===== config.mk =====
export PLATFORM = sky130hd
export DESIGN_NAME = flag_register_stage_flat
export DESIGN_NICKNAME = d
export VERILOG_FILES = /design/src/rtl/cpu_flags_pkg.sv /design/src/rtl/flag_register_stage_if.sv /design/src/rtl/cond_eval.sv /design/src/rtl/flag_register_stage.sv /design/src/flat_wrapper.sv
export SDC_FILE = /design/constraint.sdc
export NUM_CORES = 1
export LEC_CHECK = 0
export ABC_AREA = 0
export CORE_MARGIN = 2
export CORE_UTILIZATION = 28
export DETAILED_ROUTE_END_ITERATION = 8
export HOLD_SLACK_MARGIN = 0.05
export MAX_ROUTING_LAYER = met4
export PLACE_DENSITY_LB_ADDON = 0.08
export RECOVER_POWER = 100
export SYNTH_ARGS = -nofsm -noshare
export SYNTH_HDL_FRONTEND = slang
export SYNTH_HIERARCHICAL = 1
export SYNTH_SLANG_ARGS = --single-unit
export TNS_END_PERCENT = 20

===== constraint.sdc =====
create_clock -name clk -period 5.1 [get_ports clk]
set_input_delay 1.275 -clock clk [delete_from_list [all_inputs] [get_ports clk]]
set_output_delay 1.275 -clock clk [all_outputs]
set_load 0.02 [all_outputs]

===== src/rtl/cpu_flags_pkg.sv =====
// Shared NZCV flag and condition-code types for the EX-stage flag logic and the
// ID-stage branch unit.
package cpu_flags_pkg;

    typedef struct packed {
        logic n;
        logic z;
        logic c;
        logic v;
    } nzcv_t;

    typedef enum logic [3:0] {
        COND_EQ = 4'd0,
        COND_NE = 4'd1,
        COND_CS = 4'd2,
        COND_CC = 4'd3,
        COND_MI = 4'd4,
        COND_PL = 4'd5,
        COND_VS = 4'd6,
        COND_VC = 4'd7,
        COND_HI = 4'd8,
        COND_LS = 4'd9,
        COND_GE = 4'd10,
        COND_LT = 4'd11,
        COND_GT = 4'd12,
        COND_LE = 4'd13,
        COND_AL = 4'd14,
        COND_NV = 4'd15
    } cond_e;

    // Bit positions inside a {N,Z,C,V} nibble
    localparam logic [1:0] FLAG_N = 2'd3;
    localparam logic [1:0] FLAG_Z = 2'd2;
    localparam logic [1:0] FLAG_C = 2'd1;
    localparam logic [1:0] FLAG_V = 2'd0;

endpackage


===== src/rtl/flag_register_stage_if.sv =====
// EX-stage flag/result bus. The slave side is the flag register stage; the master
// side is whatever drives the ALU outputs and the branch request.
interface flag_register_stage_if #(
    parameter int WIDTH = 64
) ();
    // Valid/ready: there is no backpressure here. ex_valid qualifies the EX slot,
    // stall freezes all state, flush squashes the EX slot; mem_valid qualifies mem_result.
    logic [WIDTH-1:0] alu_result;
    logic             alu_cout;
    logic             alu_overflow;
    logic             ex_valid;
    logic             set_flags;
    logic             stall;
    logic             flush;
    logic [3:0]       cond;
    logic             cond_req;
    logic [3:0]       flags_q;
    logic [3:0]       flags_fwd;
    logic             cond_taken;
    logic [WIDTH-1:0] mem_result;
    logic             mem_valid;

    modport master (
        output alu_result, alu_cout, alu_overflow, ex_valid, set_flags,
               stall, flush, cond, cond_req,
        input  flags_q, flags_fwd, cond_taken, mem_result, mem_valid
    );

    modport slave (
        input  alu_result, alu_cout, alu_overflow, ex_valid, set_flags,
               stall, flush, cond, cond_req,
        output flags_q, flags_fwd, cond_taken, mem_result, mem_valid
    );
endinterface


===== src/rtl/cond_eval.sv =====
// Purely combinational ARM condition-code evaluator: condition + NZCV -> taken.
module cond_eval
    import cpu_flags_pkg::*;
(
    input  cond_e cond_i,
    input  nzcv_t flags_i,
    output logic  taken_o
);

    always_comb begin
        taken_o = 1'b0;
        case (cond_i)
            COND_EQ: taken_o = flags_i.z;
            COND_NE: taken_o = !flags_i.z;
            COND_CS: taken_o = flags_i.c;
            COND_CC: taken_o = !flags_i.c;
            COND_MI: taken_o = flags_i.n;
            COND_PL: taken_o = !flags_i.n;
            COND_VS: taken_o = flags_i.v;
            COND_VC: taken_o = !flags_i.v;
            COND_HI: taken_o = flags_i.c && !flags_i.z;
            COND_LS: taken_o = !(flags_i.c && !flags_i.z);
            COND_GE: taken_o = (flags_i.n == flags_i.v);
            COND_LT: taken_o = (flags_i.n != flags_i.v);
            COND_GT: taken_o = !flags_i.z && (flags_i.n == flags_i.v);
            COND_LE: taken_o = !(!flags_i.z && (flags_i.n == flags_i.v));
            COND_AL: taken_o = 1'b1;
            COND_NV: taken_o = 1'b1;
            default: taken_o = 1'b0;
        endcase
    end

endmodule


===== src/rtl/flag_register_stage.sv =====
// EX-stage NZCV flag register with same-cycle forwarding to B.cond, plus EX/MEM result register.
// Define FLAG_COND_REG_EN to register cond_taken (one cycle later, holds on stall, clears on flush).
module flag_register_stage
    import cpu_flags_pkg::*;
#(
    parameter int WIDTH = 64
) (
    input  logic                 clk,
    input  logic                 reset_n,
    flag_register_stage_if.slave bus
);

    logic [3:0]       new_vec;
    nzcv_t            new_flags;
    nzcv_t            fwd_flags;
    nzcv_t            flags_d;
    nzcv_t            flags_reg_q;
    logic             fwd_sel;
    logic             upd;
    logic [WIDTH-1:0] mem_result_d;
    logic [WIDTH-1:0] mem_result_q;
    logic             mem_valid_d;
    logic             mem_valid_q;
    logic             eval_taken;
    logic             cond_taken_d;

    always_comb begin
        new_vec         = 4'b0000;
        new_vec[FLAG_N] = bus.alu_result[WIDTH-1];
        new_vec[FLAG_Z] = (bus.alu_result == '0);
        new_vec[FLAG_C] = bus.alu_cout;
        new_vec[FLAG_V] = bus.alu_overflow;
        new_flags       = nzcv_t'(new_vec);
    end

    // Forwarding ignores stall: a stalled CMP still presents its flags to the B.cond behind it.
    assign fwd_sel   = bus.ex_valid & bus.set_flags & ~bus.flush;
    assign upd       = fwd_sel & ~bus.stall;
    assign fwd_flags = fwd_sel ? new_flags : flags_reg_q;

    always_comb begin
        flags_d      = flags_reg_q;
        mem_result_d = mem_result_q;
        mem_valid_d  = mem_valid_q;
        if (upd) begin
            flags_d = new_flags;
        end
        if (!bus.stall) begin
            if (bus.flush) begin
                mem_valid_d = 1'b0;
            end else begin
                mem_result_d = bus.alu_result;
                mem_valid_d  = bus.ex_valid;
            end
        end
    end

    always_ff @(posedge clk) begin
        if (!reset_n) begin
            flags_reg_q  <= '0;
            mem_result_q <= '0;
            mem_valid_q  <= 1'b0;
        end else begin
            flags_reg_q  <= flags_d;
            mem_result_q <= mem_result_d;
            mem_valid_q  <= mem_valid_d;
        end
    end

    cond_eval u_cond_eval (
        .cond_i  (cond_e'(bus.cond)),
        .flags_i (fwd_flags),
        .taken_o (eval_taken)
    );

    assign cond_taken_d = bus.cond_req & eval_taken;

`ifdef FLAG_COND_REG_EN
    logic cond_taken_q;

    always_ff @(posedge clk) begin
        if (!reset_n) begin
            cond_taken_q <= 1'b0;
        end else if (!bus.stall) begin
            cond_taken_q <= bus.flush ? 1'b0 : cond_taken_d;
        end
    end

    assign bus.cond_taken = cond_taken_q;
`else
    assign bus.cond_taken = cond_taken_d;
`endif

    assign bus.flags_q    = flags_reg_q;
    assign bus.flags_fwd  = fwd_flags;
    assign bus.mem_result = mem_result_q;
    assign bus.mem_valid  = mem_valid_q;

endmodule

===== src/flat_wrapper.sv =====
// flat-port wrapper written by rule: the top's interface ports become plain ports
module flag_register_stage_flat import cpu_flags_pkg::*;
#(
    parameter int WIDTH = 64
)
  (clk, reset_n, bus_alu_result, bus_alu_cout, bus_alu_overflow, bus_ex_valid, bus_set_flags, bus_stall, bus_flush, bus_cond, bus_cond_req, bus_flags_q, bus_flags_fwd, bus_cond_taken, bus_mem_result, bus_mem_valid);
  flag_register_stage_if #(.WIDTH(WIDTH)) bus_i ();
  input  logic clk;
  input  logic reset_n;
  input wire logic [$bits(bus_i.alu_result)-1:0] bus_alu_result;
  input wire logic [$bits(bus_i.alu_cout)-1:0] bus_alu_cout;
  input wire logic [$bits(bus_i.alu_overflow)-1:0] bus_alu_overflow;
  input wire logic [$bits(bus_i.ex_valid)-1:0] bus_ex_valid;
  input wire logic [$bits(bus_i.set_flags)-1:0] bus_set_flags;
  input wire logic [$bits(bus_i.stall)-1:0] bus_stall;
  input wire logic [$bits(bus_i.flush)-1:0] bus_flush;
  input wire logic [$bits(bus_i.cond)-1:0] bus_cond;
  input wire logic [$bits(bus_i.cond_req)-1:0] bus_cond_req;
  output wire logic [$bits(bus_i.flags_q)-1:0] bus_flags_q;
  output wire logic [$bits(bus_i.flags_fwd)-1:0] bus_flags_fwd;
  output wire logic [$bits(bus_i.cond_taken)-1:0] bus_cond_taken;
  output wire logic [$bits(bus_i.mem_result)-1:0] bus_mem_result;
  output wire logic [$bits(bus_i.mem_valid)-1:0] bus_mem_valid;
  assign bus_i.alu_result = bus_alu_result;
  assign bus_i.alu_cout = bus_alu_cout;
  assign bus_i.alu_overflow = bus_alu_overflow;
  assign bus_i.ex_valid = bus_ex_valid;
  assign bus_i.set_flags = bus_set_flags;
  assign bus_i.stall = bus_stall;
  assign bus_i.flush = bus_flush;
  assign bus_i.cond = bus_cond;
  assign bus_i.cond_req = bus_cond_req;
  assign bus_flags_q = bus_i.flags_q;
  assign bus_flags_fwd = bus_i.flags_fwd;
  assign bus_cond_taken = bus_i.cond_taken;
  assign bus_mem_result = bus_i.mem_result;
  assign bus_mem_valid = bus_i.mem_valid;
  flag_register_stage #(.WIDTH(WIDTH)) u_core (.clk(clk), .reset_n(reset_n), .bus(bus_i));
endmodule

==> results of run 1 <==
==> power by group through the flow <==
stage               Combinational [mW]  Sequential (mW)  Clock (mW)
floorplan                       0.0670            0.616           0
global placement                 0.251            0.586           0
detailed placement               0.252            0.587           0
CTS                              0.250            0.575       0.475
global route                     0.268            0.577       0.497
finish                           0.246            0.573       0.459
==> per-stage QoR <==
step	instances	util, %	TNS [ps]
6_report	672	50.3	0
5_1_grt	672	50.3	-9.18
4_1_cts	672	49.3	0
3_5_place_dp	654	46.5	-1000
3_3_place_gp	654	46.5	-1050
2_1_floorplan	357	-	0
==> per-layer routing <==
| metal | global-route usage (%) | share of wire (%) | vias to the layer above |
|---|---|---|---|
| li1 | - | - | 1558 |
| met1 | 23.1 | 47 | 1408 |
| met2 | 27.1 | 46 | 91 |
| met3 | 3.77 | 4.9 | 18 |
| met4 | 7.71 | 2.5 | 0 |
| met5 | - | 0 | - |
==> how the worst max path moves through the flow <==
stage / startpoint / end / slack (ps) / depth (start not counted)
detailed placement: bus_alu_result[9] / bus_cond_taken / -860 / 14
global route: bus_alu_result[18] / bus_cond_taken / -9 / 14
global placement: bus_alu_result[9] / bus_cond_taken / -860 / 14
finish: bus_alu_result[38] / bus_flags_fwd[2] / 110 / 9
CTS: bus_alu_result[6] / bus_cond_taken / 4 / 12
floorplan: bus_alu_result[59] / bus_cond_taken / 270 / 9
==> cells by family after synthesis <==
logic type,share of synthesized area [%]
AOI/OAI and AO/OA,21.0
xor gates and xnor gates,0.603
buffers and inverters,3.10
DFF,47.6
muxes,1.16
and+or+nand+nor,26.6
==> state kept, by name (all words and copies together) (netlist names) <==
register               cells
u_core/bus.mem_valid       1
u_core/bus.mem_result     64
u_core/bus.flags_q         4
==> final cells by class <==
cell class	count	area, um^2
clock buffers	11	141
fillers	1033	5060
well taps	136	170
multi-input cells	265	1640
flip-flops and latches	69	1380
inverters	1	3.75
clock inverters	5	60.1
repair buffers	185	1730
==> critical path: cells and delay by family <==
kind | cells | cell delay [ps]
buffers and inverters | 5 | 1220
and+or+nand+nor | 3 | 1020
AOI/OAI and AO/OA | 1 | 180
==> cell usage in the layout (no fill, tap or decap), types with 3 or more instances in the layout <==
cell	synthesis	layout
buf_4	0	32
clkbuf_2	1	8
dfxtp_1	69	69
dlymetal6s2s_1	0	15
buf_6	0	6
o21ai_0	7	6
clkbuf_8	0	10
mux2_2	3	3
dlygate4sd3_1	0	73
nand4_1	4	4
clkdlybuf4s15_1	0	5
a21boi_0	62	67
clkdlybuf4s50_1	0	14
nor4_2	2	10
nor4_4	0	6
dlygate4sd2_1	0	30
nand2_1	136	136
==> what timing repair did <==
action / 4_1_cts / 5_1_grt
endpoints found under the setup margin: 2 / 2
buffers inserted: 3 / 1
pin swaps: 26 / 22
gates resized for setup: 76 / 63
==> impl_metrics.env, run 1 <==
export IMPL_outcome="complete, but fails checks"
export IMPL_violations="max-capacitance violations, max-slew violations"
export IMPL_die_y_um=106
export IMPL_initial_core_util_pct=28.5
export IMPL_syn_area_per_cell_um2=8.13
export IMPL_grt_pass1_vias=3047
export IMPL_yosysWarnings=6
export IMPL_antenna_found_initial=0
export IMPL_ys_ff_latch=69
export IMPL_grt_ovfl_total=0
export IMPL_total_power_mw=1.28
export IMPL_synth_commonest_cells="136 x nand2_1, 69 x dfxtp_1, 62 x a21boi_0"
export IMPL_powerDensity_mw_per_mm2=249
export IMPL_placed_cell_area_mm2=0.00474
export IMPL_grt_max_degree=70
export IMPL_synth_edff_count=0
export IMPL_fin_skew_ps=0
export IMPL_tightest_slew_ps=2600
export IMPL_dieArea_mm2=0.0112
export IMPL_p_int_uw=924
export IMPL_dp_slack_ps=-860
export IMPL_gp_congestion=0.817
export IMPL_firstDrtPassIters=4
export IMPL_async_flop_share_pct=0
export IMPL_yosysSeqAreaShare_pct=47.6
export IMPL_p_comb_share_pct=19.2
export IMPL_area_growth_pct=76.5
export IMPL_fin_hold_ws_ps=465
export IMPL_power_frac_clock_pct=35.9
export IMPL_synth_area_leaders="dfxtp_1 48%, nand2_1 18%, a21boi_0 16%, nor4_1 3.0%, clkbuf_1 1.8%"
export IMPL_worstPathMaxFanout=3
export IMPL_clk_insertion_delay_late_ps=330
export IMPL_crit_required_ps=3830
export IMPL_hpwl_mm=6.78
export IMPL_pwr_share_seq_pct=44.9
export IMPL_setup_violations=0
export IMPL_cts_sinks=69
export IMPL_r2r_slack_ps=4380
export IMPL_period_share_pct=97.8
export IMPL_yosysMostFrequentCell="nand2_1"
export IMPL_p_leak_nw=2.23
export IMPL_grt_use_total_pct=17.9
export IMPL_num_vias=3075
export IMPL_hold_path_class="flip-flop to flip-flop"
export IMPL_path_cells="dlygate4sd2_1 -> nor4_2 -> nand4_1 -> or4_4 -> o21ai_4 -> buf_6 -> buf_6 -> buf_4 -> dlygate4sd3_1"
export IMPL_hp_start="u_core/bus.mem_result[13]"
export IMPL_design_area_mm2=0.00513
export IMPL_initialDrtViolationCount=108
export IMPL_core_area_mm2=0.0102
export IMPL_ctsHoldBuffers=0
export IMPL_netlist_instances=357
export IMPL_arrival_ps=3710
export IMPL_whs_endpoint="u_core/bus.mem_result[13]"
export IMPL_switching_share_pct=27.7
export IMPL_startpoint_type="primary input"
export IMPL_worstRegToRegCells=2
export IMPL_clockBufferDepth=2
export IMPL_diodes=0
export IMPL_min_period_ps=4990
export IMPL_wl_per_cell_um=14.3
export IMPL_ios=151
export IMPL_r2r_start="u_core/bus.flags_q[3]"
export IMPL_postRouteAntennaNets=0
export IMPL_peakVddDrop_mv=0.147
export IMPL_cts_root_buf="clkbuf_8"
export IMPL_port_buffers=150
export IMPL_num_rows=37
export IMPL_synth_nets=434
export IMPL_switchingPower_uw=353
export IMPL_synth_flop_cell="dfxtp_1"
export IMPL_yosysTopAreaCellShare_pct=47.6
export IMPL_path_clk_slew_ps=70
export IMPL_crit_slowest_cell="dlygate4sd3_1"
export IMPL_finalWirelength_mm=9.62
export IMPL_end_kind="output port"
export IMPL_clock_fmax_ghz=0.201
export IMPL_slew_viol_final=70
export IMPL_vias_per_cell=4.58
export IMPL_crit_path_max_incr_delay_ps=660
export IMPL_finalWorstSetupSlack_ps=114
export IMPL_drc=0
export IMPL_crit_top_cell="buf_6"
export IMPL_synth_area_mm2=0.00290
export IMPL_drive_above_1_share_pct=18.3
export IMPL_nets=608
export IMPL_hold_violations=0
export IMPL_yosysTopAreaCell="dfxtp_1"
export IMPL_crit_type="primary input to output port"
export IMPL_grt_pass1_wl_mm=15.4
export IMPL_die_x_um=106
export IMPL_cts_tree="done"
export IMPL_drv_cap=1
export IMPL_htree_num_levels=3
export IMPL_cts_buffers=9
export IMPL_hold_depth=2
export IMPL_ys_types=37
export IMPL_relSlewSlack_pct=-73.3
export IMPL_r2r_end="u_core/bus.flags_q[3]"
Power figures use the tool's default switching activity.
==> run 2, diff against run 1 <==
--- a/config.mk
+++ b/config.mk
@@ -5,7 +5,8 @@
 export SDC_FILE = /design/constraint.sdc
 export NUM_CORES = 1
 export LEC_CHECK = 0
-export ABC_AREA = 0
+export ABC_AREA = 1
+export CORE_ASPECT_RATIO = 1.75
 export CORE_MARGIN = 2
 export CORE_UTILIZATION = 28
 export DETAILED_ROUTE_END_ITERATION = 8
==> run 2 against run 1 <==
The flow still finishes with violations (max-capacitance violations, max-slew violations). Critical path depth increased by 1. Clock-buffer cell count unchanged. Final cell count grew 5.7%. Fmax grew 7.7%. Clock skew did not move. Hold slack got worse by 2.8 ps. First-iteration DRC count grew 1.9%. Critical endpoint unchanged. Largest power group is now the clock network.
==> impl_metrics.env, run 2 <==
export IMPL_area_growth_pct=59.5
export IMPL_gp_congestion=0.740
export IMPL_synth_edff_count=0
export IMPL_synth_nets=502
export IMPL_grt_pass1_vias=2987
export IMPL_crit_required_ps=3830
export IMPL_cts_buffers=9
export IMPL_drv_cap=1
export IMPL_port_buffers=150
export IMPL_netlist_instances=425
export IMPL_path_clk_slew_ps=50
export IMPL_wl_per_cell_um=13.0
export IMPL_min_period_ps=4630
export IMPL_cts_root_buf="clkbuf_16"
export IMPL_synth_area_mm2=0.00300
export IMPL_violations="max-capacitance violations, max-slew violations"
export IMPL_synth_commonest_cells="182 x nor2_1, 69 x dfxtp_1, 48 x o21ai_1"
export IMPL_outcome="complete, but fails checks"
export IMPL_crit_top_cell="nand2_1"
export IMPL_rsz0062_at_grt="false"
export IMPL_dp_slack_ps=-37.4
export IMPL_antenna_found_initial=0
export IMPL_cts_sinks=69
export IMPL_period_share_pct=90.8
export IMPL_htree_num_levels=3
export IMPL_arrival_ps=3350
export IMPL_final_cell_mix="182 x nor2_1, 74 x clkdlybuf4s50_1, 74 x dlygate4sd3_1"
export IMPL_final_common_cell="nor2_1"
export IMPL_num_vias=3145
export IMPL_postRouteAntennaNets=0
export IMPL_hold_path_class="flip-flop to flip-flop"
export IMPL_r2r_slack_ps=4430
export IMPL_core_area_mm2=0.0106
export IMPL_relSlewSlack_pct=-65.4
export IMPL_diodes=0
export IMPL_ios=151
export IMPL_grt_pass1_wl_mm=14.3
export IMPL_synth_flop_cell="dfxtp_1"
export IMPL_crit_start="bus_alu_result[13]"
export IMPL_peakVddDrop_mv=0.183
export IMPL_slew_viol_final=66
export IMPL_vias_per_cell=4.43
export IMPL_startpoint_type="primary input"
export IMPL_powerDensity_mw_per_mm2=306
export IMPL_yosysTopAreaCell="dfxtp_1"
export IMPL_clk_insertion_delay_late_ps=320
export IMPL_initial_core_util_pct=28.4
export IMPL_syn_area_per_cell_um2=7.06
export IMPL_finalWirelength_mm=9.24
export IMPL_tightest_slew_ps=2480
export IMPL_yosysWarnings=6
export IMPL_end_kind="output port"
export IMPL_synth_area_leaders="dfxtp_1 46%, nor2_1 23%, o21ai_1 8.0%, nand2_1 5.4%, buf_12 3.3%"
export IMPL_die_y_um=141
export IMPL_hold_violations=0
export IMPL_yosysMostFrequentCell="nor2_1"
export IMPL_hpwl_mm=6.60
export IMPL_drive_above_1_share_pct=4.48
export IMPL_largest_reg_flops=64
export IMPL_finalWorstSetupSlack_ps=472
export IMPL_crit_slowest_cell="dlygate4sd3_1"
export IMPL_async_flop_share_pct=0
export IMPL_die_x_um=82.3
export IMPL_total_power_mw=1.47
export IMPL_yosysSeqAreaShare_pct=46.0
export IMPL_hp_start="u_core/bus.flags_q[3]"
export IMPL_p_leak_nw=2.18
export IMPL_yosysTopAreaCellShare_pct=46.0
export IMPL_clock_fmax_ghz=0.216
export IMPL_ys_types=20
export IMPL_grt_ovfl_total=0
export IMPL_clockBufferDepth=2
export IMPL_dieArea_mm2=0.0116
export IMPL_crit_path_max_incr_delay_ps=660
export IMPL_r2r_start="u_core/bus.mem_result[43]"
export IMPL_cts_tree="done"
export IMPL_ys_ff_latch=69
export IMPL_fin_skew_ps=0
export IMPL_path_cells="clkdlybuf4s50_1 -> nor2_1 -> nand2_1 -> nor2_2 -> nand2_1 -> nor2_1 -> nand2_1 -> a21oi_1 -> buf_4 -> dlygate4sd3_1"
export IMPL_setup_violations=0
export IMPL_grt_max_degree=70
export IMPL_drc=0
export IMPL_worstPathMaxFanout=2
export IMPL_grt_use_total_pct=16.6
export IMPL_crit_type="primary input to output port"
export IMPL_firstDrtPassIters=6
export IMPL_nets=652
export IMPL_initialDrtViolationCount=110
export IMPL_num_rows=50
[run 2: changes by cell type after synthesis, moves of 9 or more]
| cell | change |
|---|---|
| nor2_1 | +178 |
| nand2_1 | -93 |
| a21boi_0 | -61 |
| o21ai_1 | +47 |
| inv_1 | +15 |
| nor4_1 | -14 |
| nand3_1 | +13 |
| o21ai_0 | +13 |
| clkbuf_1 | -9 |
[run 2: cell families (layout without fill, tap and decap cells)]
group | after synthesis | after routing | synth area share [%]
and+or+nand+nor | 242 | 242 | 31.4
AOI/OAI and AO/OA | 77 | 77 | 13.3
DFF | 69 | 69 | 46.0
buffers and inverters | 37 | 192 | 9.22
[run 2: worst paths after layout]
kind / end / cells after the start
hold reg to reg: u_core/bus.flags_q[3] / 2
hold / removal: u_core/bus.flags_q[3] / 2
setup reg to reg: u_core/bus.mem_result[43] / 2
setup / recovery: bus_flags_fwd[2] / 10
[run 2: final cells by class]
type                            instances  area [um^2]
Inverter                               17         63.8
Clock inverter                          5         50.0
Multi-Input combinational cell        319         1320
Tap cell                              130          163
Clock buffer                           11          243
Sequential cell                        69         1380
Fill cell                            1145         5790
Timing Repair Buffer                  159         1560
[run 2: repair_timing]
item                       CTS  global route
setup endpoints to repair    1             1
hold endpoints to repair     0             0
resized for setup            1             1
pin swaps                    0             0
buffers inserted             0             0
hold buffers                 0             0
[run 2: stage by stage]
step                      std cells  util, %  TNS [ps]  cell area [um^2]  hold WS (ps)
after global routing            710     45.3         0              4780           505
after detailed placement        694     42.7     -37.4              4510           462
final                           710     45.3         0              4780           462
after CTS                       710     45.5         0              4810           470
after global placement          694     42.7     -63.1              4510           455
after floorplan                 425        -         0              3000           537
[run 2: critical path: cells and delay by family]
kind	cells	cell delay (ps)
buffers and inverters	3	1240
AOI/OAI and AO/OA	1	180
and+or+nand+nor	6	670
[run 2: power by group]
part	internal, mW	switching [mW]	leakage, nW
logic	0.129	0.141	1.46
clock network	0.388	0.219	0.149
registers	0.574	0.0143	0.569
[run 2: per-layer routing]
| layer | track usage (%) | routed length [um] | vias to the layer above |
|---|---|---|---|
| met5 | - | 0 | - |
| met3 | 3.78 | 572 | 6 |
| met1 | 18.2 | 3690 | 1395 |
| met4 | 5.79 | 108 | 0 |
| met2 | 28.5 | 4870 | 98 |
| li1 | - | - | 1646 |
